**config.mk**
```make
export PLATFORM = sky130hd
export DESIGN_NAME = iq_merge
export DESIGN_NICKNAME = d
export VERILOG_FILES = /design/src/rtl/iq_merge.sv
export SDC_FILE = /design/constraint.sdc
export NUM_CORES = 1
export LEC_CHECK = 0
export ABC_CLOCK_PERIOD_IN_PS = 4900
export BUFFER_PORTS_ARGS = -buffer_cell sky130_fd_sc_hd__buf_2
export CAP_MARGIN = 10
export CORE_ASPECT_RATIO = 0.9
export CORE_MARGIN = 8
export CORE_UTILIZATION = 55
export CTS_BUF_LIST = sky130_fd_sc_hd__clkbuf_8
export DETAILED_ROUTE_END_ITERATION = 12
export PLACE_DENSITY = 0.74
export SYNTH_ARGS = -nofsm -noshare
export SYNTH_HDL_FRONTEND = slang
export SYNTH_SLANG_ARGS = --single-unit
```
**constraint.sdc**
```tcl
create_clock -name clk -period 4.9 [get_ports clk]
set_clock_uncertainty 0.2 [all_clocks]
set_input_delay 1.47 -clock clk [delete_from_list [all_inputs] [get_ports clk]]
set_output_delay 1.47 -clock clk [all_outputs]
set_load 0.05 [all_outputs]
```
**src/rtl/iq_merge.sv**
```systemverilog
// iq_merge: receive-side I/Q merger.
// Majority-votes the demodulated bipolar I and Q streams over one symbol window and
// re-serialises the decided bits, Q first then I, while the next symbol accumulates.
//
// Ports
//   clk        system clock
//   rst        synchronous, active-high reset
//   I, Q       2-bit bipolar symbols: 01 = +1, 11 = -1, 00/10 = no vote
//   sym_sync   one-cycle pulse marking clock 0 of a symbol
//   ser_o      recovered serial bit
//   ser_valid  high while ser_o carries decided data
//   sync_err   one-cycle pulse when sym_sync arrives off the expected symbol start
module iq_merge #(
  parameter int unsigned IQ_DIV_MAX = 100,  // clocks per sample strobe
  parameter int unsigned BIT_SAMPLE = 100,  // sample strobes per serial bit
  parameter int unsigned CNT_W      = 9     // vote-counter width, holds 2*BIT_SAMPLE
) (
  input  logic       clk,
  input  logic       rst,
  input  logic [1:0] I,
  input  logic [1:0] Q,
  input  logic       sym_sync,
  output logic       ser_o,
  output logic       ser_valid,
  output logic       sync_err
);

  localparam int unsigned SymClk = 2 * BIT_SAMPLE * IQ_DIV_MAX;
  localparam int unsigned KW     = (SymClk > 1) ? $clog2(SymClk) : 1;
  localparam int unsigned DW     = (IQ_DIV_MAX > 1) ? $clog2(IQ_DIV_MAX) : 1;

  localparam logic [KW-1:0] KLast   = KW'(SymClk - 1);
  localparam logic [KW-1:0] KHalf   = KW'(SymClk / 2);
  localparam logic [DW-1:0] DLast   = DW'(IQ_DIV_MAX - 1);
  localparam logic [DW-1:0] DStrobe = DW'(IQ_DIV_MAX / 2);

  typedef enum logic [1:0] {StIdle, StAcq, StRun} state_e;

  state_e           state_q, state_d;
  logic [KW-1:0]    k_q, k_d;
  logic [DW-1:0]    div_q, div_d;
  logic [CNT_W-1:0] i_pos_q, i_pos_d, i_neg_q, i_neg_d;
  logic [CNT_W-1:0] q_pos_q, q_pos_d, q_neg_q, q_neg_d;
  logic             i_dec_q, i_dec_d, q_dec_q, q_dec_d;
  logic             ser_o_q, ser_o_d;
  logic             ser_valid_q, ser_valid_d;
  logic             sync_err_q, sync_err_d;

  logic             restart, active, strobe, boundary;
  logic [KW-1:0]    cur_k;
  logic [DW-1:0]    cur_div;
  logic [CNT_W-1:0] i_pos_c, i_neg_c, q_pos_c, q_neg_c;

  function automatic logic [CNT_W-1:0] sat_inc(input logic [CNT_W-1:0] v);
    return (&v) ? v : v + CNT_W'(1);
  endfunction

  // A sync on the expected k=0 is redundant; any other sync (or the first one out of
  // idle) makes the current cycle clock 0 of a fresh symbol.
  assign restart  = sym_sync && ((state_q == StIdle) || (k_q != '0));
  assign active   = restart || (state_q != StIdle);
  assign cur_k    = restart ? '0 : k_q;
  assign cur_div  = restart ? '0 : div_q;
  assign strobe   = active && (cur_div == DStrobe);
  assign boundary = active && (cur_k == KLast);

  always_comb begin
    state_d     = state_q;
    k_d         = k_q;
    div_d       = div_q;
    i_pos_d     = i_pos_q;
    i_neg_d     = i_neg_q;
    q_pos_d     = q_pos_q;
    q_neg_d     = q_neg_q;
    i_dec_d     = i_dec_q;
    q_dec_d     = q_dec_q;
    ser_o_d     = ser_o_q;
    ser_valid_d = ser_valid_q;
    sync_err_d  = 1'b0;

    // Vote tallies including this cycle's strobe, so a strobe on the boundary counts.
    i_pos_c = restart ? '0 : i_pos_q;
    i_neg_c = restart ? '0 : i_neg_q;
    q_pos_c = restart ? '0 : q_pos_q;
    q_neg_c = restart ? '0 : q_neg_q;
    if (strobe) begin
      if (I == 2'b01)      i_pos_c = sat_inc(i_pos_c);
      else if (I == 2'b11) i_neg_c = sat_inc(i_neg_c);
      if (Q == 2'b01)      q_pos_c = sat_inc(q_pos_c);
      else if (Q == 2'b11) q_neg_c = sat_inc(q_neg_c);
    end

    if (active) begin
      k_d     = boundary ? '0 : cur_k + KW'(1);
      div_d   = (cur_div == DLast) ? '0 : cur_div + DW'(1);
      i_pos_d = i_pos_c;
      i_neg_d = i_neg_c;
      q_pos_d = q_pos_c;
      q_neg_d = q_neg_c;

      if (restart) begin
        state_d     = StAcq;
        sync_err_d  = (state_q != StIdle);
        ser_valid_d = 1'b0;  // ser_o deliberately holds its last value
      end else if (state_q == StRun) begin
        if (cur_k == '0) begin
          ser_o_d     = q_dec_q;
          ser_valid_d = 1'b1;
        end else if (cur_k == KHalf) begin
          ser_o_d = i_dec_q;
        end
      end

      if (boundary) begin
        i_dec_d = (i_pos_c > i_neg_c);
        q_dec_d = (q_pos_c > q_neg_c);
        i_pos_d = '0;
        i_neg_d = '0;
        q_pos_d = '0;
        q_neg_d = '0;
        state_d = StRun;
      end
    end
  end

  always_ff @(posedge clk) begin
    if (rst) begin
      state_q     <= StIdle;
      k_q         <= '0;
      div_q       <= '0;
      i_pos_q     <= '0;
      i_neg_q     <= '0;
      q_pos_q     <= '0;
      q_neg_q     <= '0;
      i_dec_q     <= 1'b0;
      q_dec_q     <= 1'b0;
      ser_o_q     <= 1'b0;
      ser_valid_q <= 1'b0;
      sync_err_q  <= 1'b0;
    end else begin
      state_q     <= state_d;
      k_q         <= k_d;
      div_q       <= div_d;
      i_pos_q     <= i_pos_d;
      i_neg_q     <= i_neg_d;
      q_pos_q     <= q_pos_d;
      q_neg_q     <= q_neg_d;
      i_dec_q     <= i_dec_d;
      q_dec_q     <= q_dec_d;
      ser_o_q     <= ser_o_d;
      ser_valid_q <= ser_valid_d;
      sync_err_q  <= sync_err_d;
    end
  end

  assign ser_o     = ser_o_q;
  assign ser_valid = ser_valid_q;
  assign sync_err  = sync_err_q;

endmodule

```
==> results.md <==
- The run finished with clean final reports.
- The average wire length per cell after detail routing is 17.13 um.
- In this run the static leakage power is 1.792 nW.
- In this run, synthesis inferred 0 flip-flops with an integrated enable.
- After synthesis, the share of flip-flops with an asynchronous set or reset is 0%.
- The count of inserted antenna diode cells is 0.
- Sequential cells burn 48.8% of the power.
- Summed over all layers, the global routing overflow is 0.
- The capture point of the worst path is q_dec_q.
- The maximum clock frequency is 0.2210 GHz.
- The worst-case setup margin in the final layout is 0.3745 ns.
- Headroom to the max-slew limit came out at 39.28%.
- Overall power consumption after layout is estimated at 1.100 mW.
- The top cell type's share of synthesized area is 29.34%.
- The net switching component of the power is 0.2929 mW.
- The post-route antenna net violation count is 0.
- The launching instance or port of the critical path is sym_sync.
- The number of buffers on the longest clock path is 2.
- The first global-routing pass estimated 20200 um of wire.
- After synthesis, the cell types taking the most area are sky130_fd_sc_hd__dfxtp_1 29%, sky130_fd_sc_hd__ha_1 7.3%, sky130_fd_sc_hd__nand2_1 4.4%, sky130_fd_sc_hd__nor2_1 4.2%, sky130_fd_sc_hd__nand3_1 4.2%.
- The worst register-to-register path ends at q_dec_q.
- The critical setup path kind is input port to register.
- The number of H-tree branching levels is 3.
- The root buffer cell chosen for the clock tree is sky130_fd_sc_hd__clkbuf_8.
- The maximum fanout encountered on the critical timing path is 11.
- Entering global routing, the biggest net connects 35 pins.
- The max-slew violation total from the final report came to 0.
- The number of antenna violations at the first check in global routing is 0.
- Summing the sequential cell areas from Yosys gives 29.34% of the chip area.
- The starting utilization of the core area is 55.78%.
- Counting every sink on the clock net gives 65.
- The count of buffers added on input and output ports is 9.
- The beginning of the worst hold path is ser_valid.
- Dividing the final minimum period by the clock period gives 92.36%.
- For the finished layout, the period the worst path requires is 4.525 ns.
- The mean post-synth cell area is 7.768 sq um.
- The commonest cells after synthesis are 65 x sky130_fd_sc_hd__dfxtp_1, 52 x sky130_fd_sc_hd__nand2_1, 50 x sky130_fd_sc_hd__nor2_1.
- sky130_fd_sc_hd__dfxtp_1 is the most common cell in the netlist.
- For this run, the total global-route usage over all layers was measured as 21.50%.
- For this design the top-level I/O count stands at 10.
- Summed over all instances, the cell type with the most area after synthesis is sky130_fd_sc_hd__dfxtp_1.
- In this run the vertical extent of the chip is 101.2 um.
- The startpoint identified for the worst register-to-register timing path is k_q[5].
- The final setup violation count is 0.
- The die area is 11200 sq um.
- Compared with the post-synthesis result, the final layout area differs by 10.69%.
- The via count of the first global-routing pass is 4172.
- Fill cells in the final layout number 718.
- The kind of capture point of the worst setup path is a register.
- For this run, the detailed router's first-pass iteration total came to 5.
- The logic gate share of total power is 10.3%.
- Net switching is 26.62% of the power.
- Setup repair after global routing left no endpoint under its margin.
- Detailed placement finished with a half-perimeter wire length of 8681 um.
- For this design the ratio of total power to cell area is 224.1 nW/um^2.
- The number of distinct library cell variants in the gate-level netlist after synthesis is 60.
- IR analysis of the VDD net gives a maximum drop of 0.0001463 V.
- The number of max-cap violations is 0.
- The sort of element at the start of the critical path is an input port.
- For this block, the initial DRC count from the detailed router was 328.
- The slack of the worst reg-to-reg path is 0.41 ns.
- The synthesized netlist occupies a cell area of 4436 sq um.
- The required time of the critical path is 4.91 ns.
- After detailed routing, the total wire length is 11850 um.
- After detailed routing, the number of vias per cell comes to 6.325.
- Internal power comes to 0.8074 mW.
- TritonCTS built the clock tree.
- The count of warnings emitted by yosys is 0.
- The synthesized netlist net count is 604.
- The total clock buffers created by CTS is 9.
- The predominant post-synthesis flop cell is sky130_fd_sc_hd__dfxtp_1.
- The post-CTS clock slew at the launch and capture registers of the worst setup and hold paths is 0.07 ns.
- The clock group share of total power is 40.9%.
- For the pin with the worst max-slew slack, the measured transition is 0.9041 ns.
- The placeable core region is 7951 sq um.
- Cells fill 61.75% of the core in the end.
- The floorplan has 31 rows.
- For the worst setup path, the data arrival time is 4.54 ns.
- The final hold violation count is 0.
- The storage element area is 1301 sq um.
- The multi-input combinational cell area is 2993 sq um.
- The total DRC errors in the routed layout is 0.
- The flip-flop and latch count after synthesis is 65.
- For the worst-skew pair, the clock arrives at the later sink with an insertion delay of 0.35 ns.
- The number of nets at the end of the flow is 623.
- The floorplan step set the die width to 110.7 um.
- Measured in cells, the most critical reg-to-reg path has a length of 18.
- The worst hold path class is register to register.
- The final RePlAce weighted congestion is 0.8953.
- The share of cells above drive strength 1 is 13.15%.
- The final-layout setup total negative slack is 0 ns.
- The cell count after synthesis is 571.
- The via count of the routed design is 4377.
- Prior to clock tree synthesis, the placed netlist has a worst setup slack of 0.002923 ns.
-- power groups by stage --
stage / combinational (mW) / sequential (mW) / clock (mW)
final: 0.113 / 0.537 / 0.450
after CTS: 0.110 / 0.537 / 0.455
after floorplan: 0.0740 / 0.549 / 0
after global routing: 0.123 / 0.538 / 0.478
after detailed placement: 0.109 / 0.549 / 0
after global placement: 0.108 / 0.549 / 0
-- worst min path at each step --
stage | slack (ns) | cells after the start | end
4_1_cts | 0.28 | 2 | ser_valid
5_1_grt | 0.31 | 2 | ser_valid
3_5_place_dp | 0.26 | 2 | ser_valid
6_report | 0.28 | 2 | ser_valid
2_1_floorplan | 0.25 | 2 | i_dec_q
3_3_place_gp | 0.25 | 2 | ser_valid
-- flip-flops by register name (all words and copies together), names as in the netlist --
name       cells
k_q           15
i_neg_q        9
i_pos_q        9
q_neg_q        9
q_pos_q        9
div_q          7
state_q        2
i_dec_q        1
q_dec_q        1
ser_o          1
ser_valid      1
sync_err       1
-- stage by stage --
step	hold WS, ns	cells	area (sq um)
2_1_floorplan	0.2544	571	4469
3_3_place_gp	0.2507	677	4700
3_5_place_dp	0.2612	677	4700
4_1_cts	0.2785	691	4883
5_1_grt	0.3078	692	4910
6_report	0.2766	692	4910
-- logic make-up (layout without fill, tap and decap cells) --
group / Yosys count / count (layout) / synth area share (%)
DFF: 65 / 65 / 29.34
buffers and inverters: 43 / 65 / 4.062
AOI/OAI and AO/OA: 132 / 132 / 19.07
muxes: 10 / 10 / 2.426
xor gates and xnor gates: 21 / 21 / 4.147
and+or+nand+nor: 274 / 274 / 33.62
adders and majority gates: 26 / 26 / 7.334
-- placed cells by master, fill, tap and decap left out, types with 6 or more instances in the layout --
cell type                  instances
sky130_fd_sc_hd__nor3_1           26
sky130_fd_sc_hd__nand4_1          15
sky130_fd_sc_hd__clkbuf_8         10
sky130_fd_sc_hd__nand2_1          52
sky130_fd_sc_hd__xor2_1           10
sky130_fd_sc_hd__a31oi_1           7
sky130_fd_sc_hd__ha_1             25
sky130_fd_sc_hd__inv_1            15
sky130_fd_sc_hd__nor4_1            7
sky130_fd_sc_hd__mux2_2            6
sky130_fd_sc_hd__or3_1             9
sky130_fd_sc_hd__and2_1           14
sky130_fd_sc_hd__a21oi_1          35
sky130_fd_sc_hd__nand2b_1          9
sky130_fd_sc_hd__nor2_1           50
sky130_fd_sc_hd__a211oi_1          7
sky130_fd_sc_hd__buf_4            28
sky130_fd_sc_hd__o21ai_0          33
sky130_fd_sc_hd__and3_1           12
sky130_fd_sc_hd__buf_2             9
sky130_fd_sc_hd__a311oi_1          6
sky130_fd_sc_hd__dfxtp_1          65
sky130_fd_sc_hd__xnor2_1          11
sky130_fd_sc_hd__nand3_1          37
-- final cells by class --
class                           count  share of cell area (%)
Multi-Input combinational cell    463                   60.96
Clock buffer                       10                   2.803
Clock inverter                      4                  0.9429
Sequential cell                    65                   26.50
Tap cell                           99                   2.523
Inverter                           14                   1.070
Timing Repair Buffer               37                   5.199
-- critical path, stage by stage --
cell,delay [ns]
sky130_fd_sc_hd__buf_2,0.12
sky130_fd_sc_hd__o21ai_4,0.10
sky130_fd_sc_hd__buf_4,0.19
sky130_fd_sc_hd__and2_1,0.17
sky130_fd_sc_hd__ha_1,0.24
sky130_fd_sc_hd__nand3_1,0.18
sky130_fd_sc_hd__nor2_1,0.07
sky130_fd_sc_hd__a41oi_1,0.42
sky130_fd_sc_hd__mux2_2,0.39
sky130_fd_sc_hd__nand2_1,0.07
sky130_fd_sc_hd__ha_1,0.23
sky130_fd_sc_hd__nor2b_1,0.14
sky130_fd_sc_hd__o21a_1,0.15
sky130_fd_sc_hd__o21ai_0,0.16
sky130_fd_sc_hd__a211oi_1,0.10
sky130_fd_sc_hd__a211oi_1,0.20
sky130_fd_sc_hd__o41ai_1,0.11
-- layer usage --
| layer | GRT usage, % | share of wire [%] | wire, um |
|---|---|---|---|
| met2 | 35.53 | 45 | 5350 |
| met1 | 27.16 | 46 | 5434 |
| met4 | 6.846 | 2.1 | 254 |
| met3 | 5.033 | 6.8 | 811 |
| met5 | 0 | 0 | 0 |
-- what timing repair did --
| action | 4_1_cts | 5_1_grt |
|---|---|---|
| setup buffers | 0 | 1 |
| endpoints found under the setup margin | 0 | 2 |
| gates resized for setup | 0 | 3 |
| hold buffers | 0 | 0 |
No activity file was read; power rests on OpenSTA's default activity.
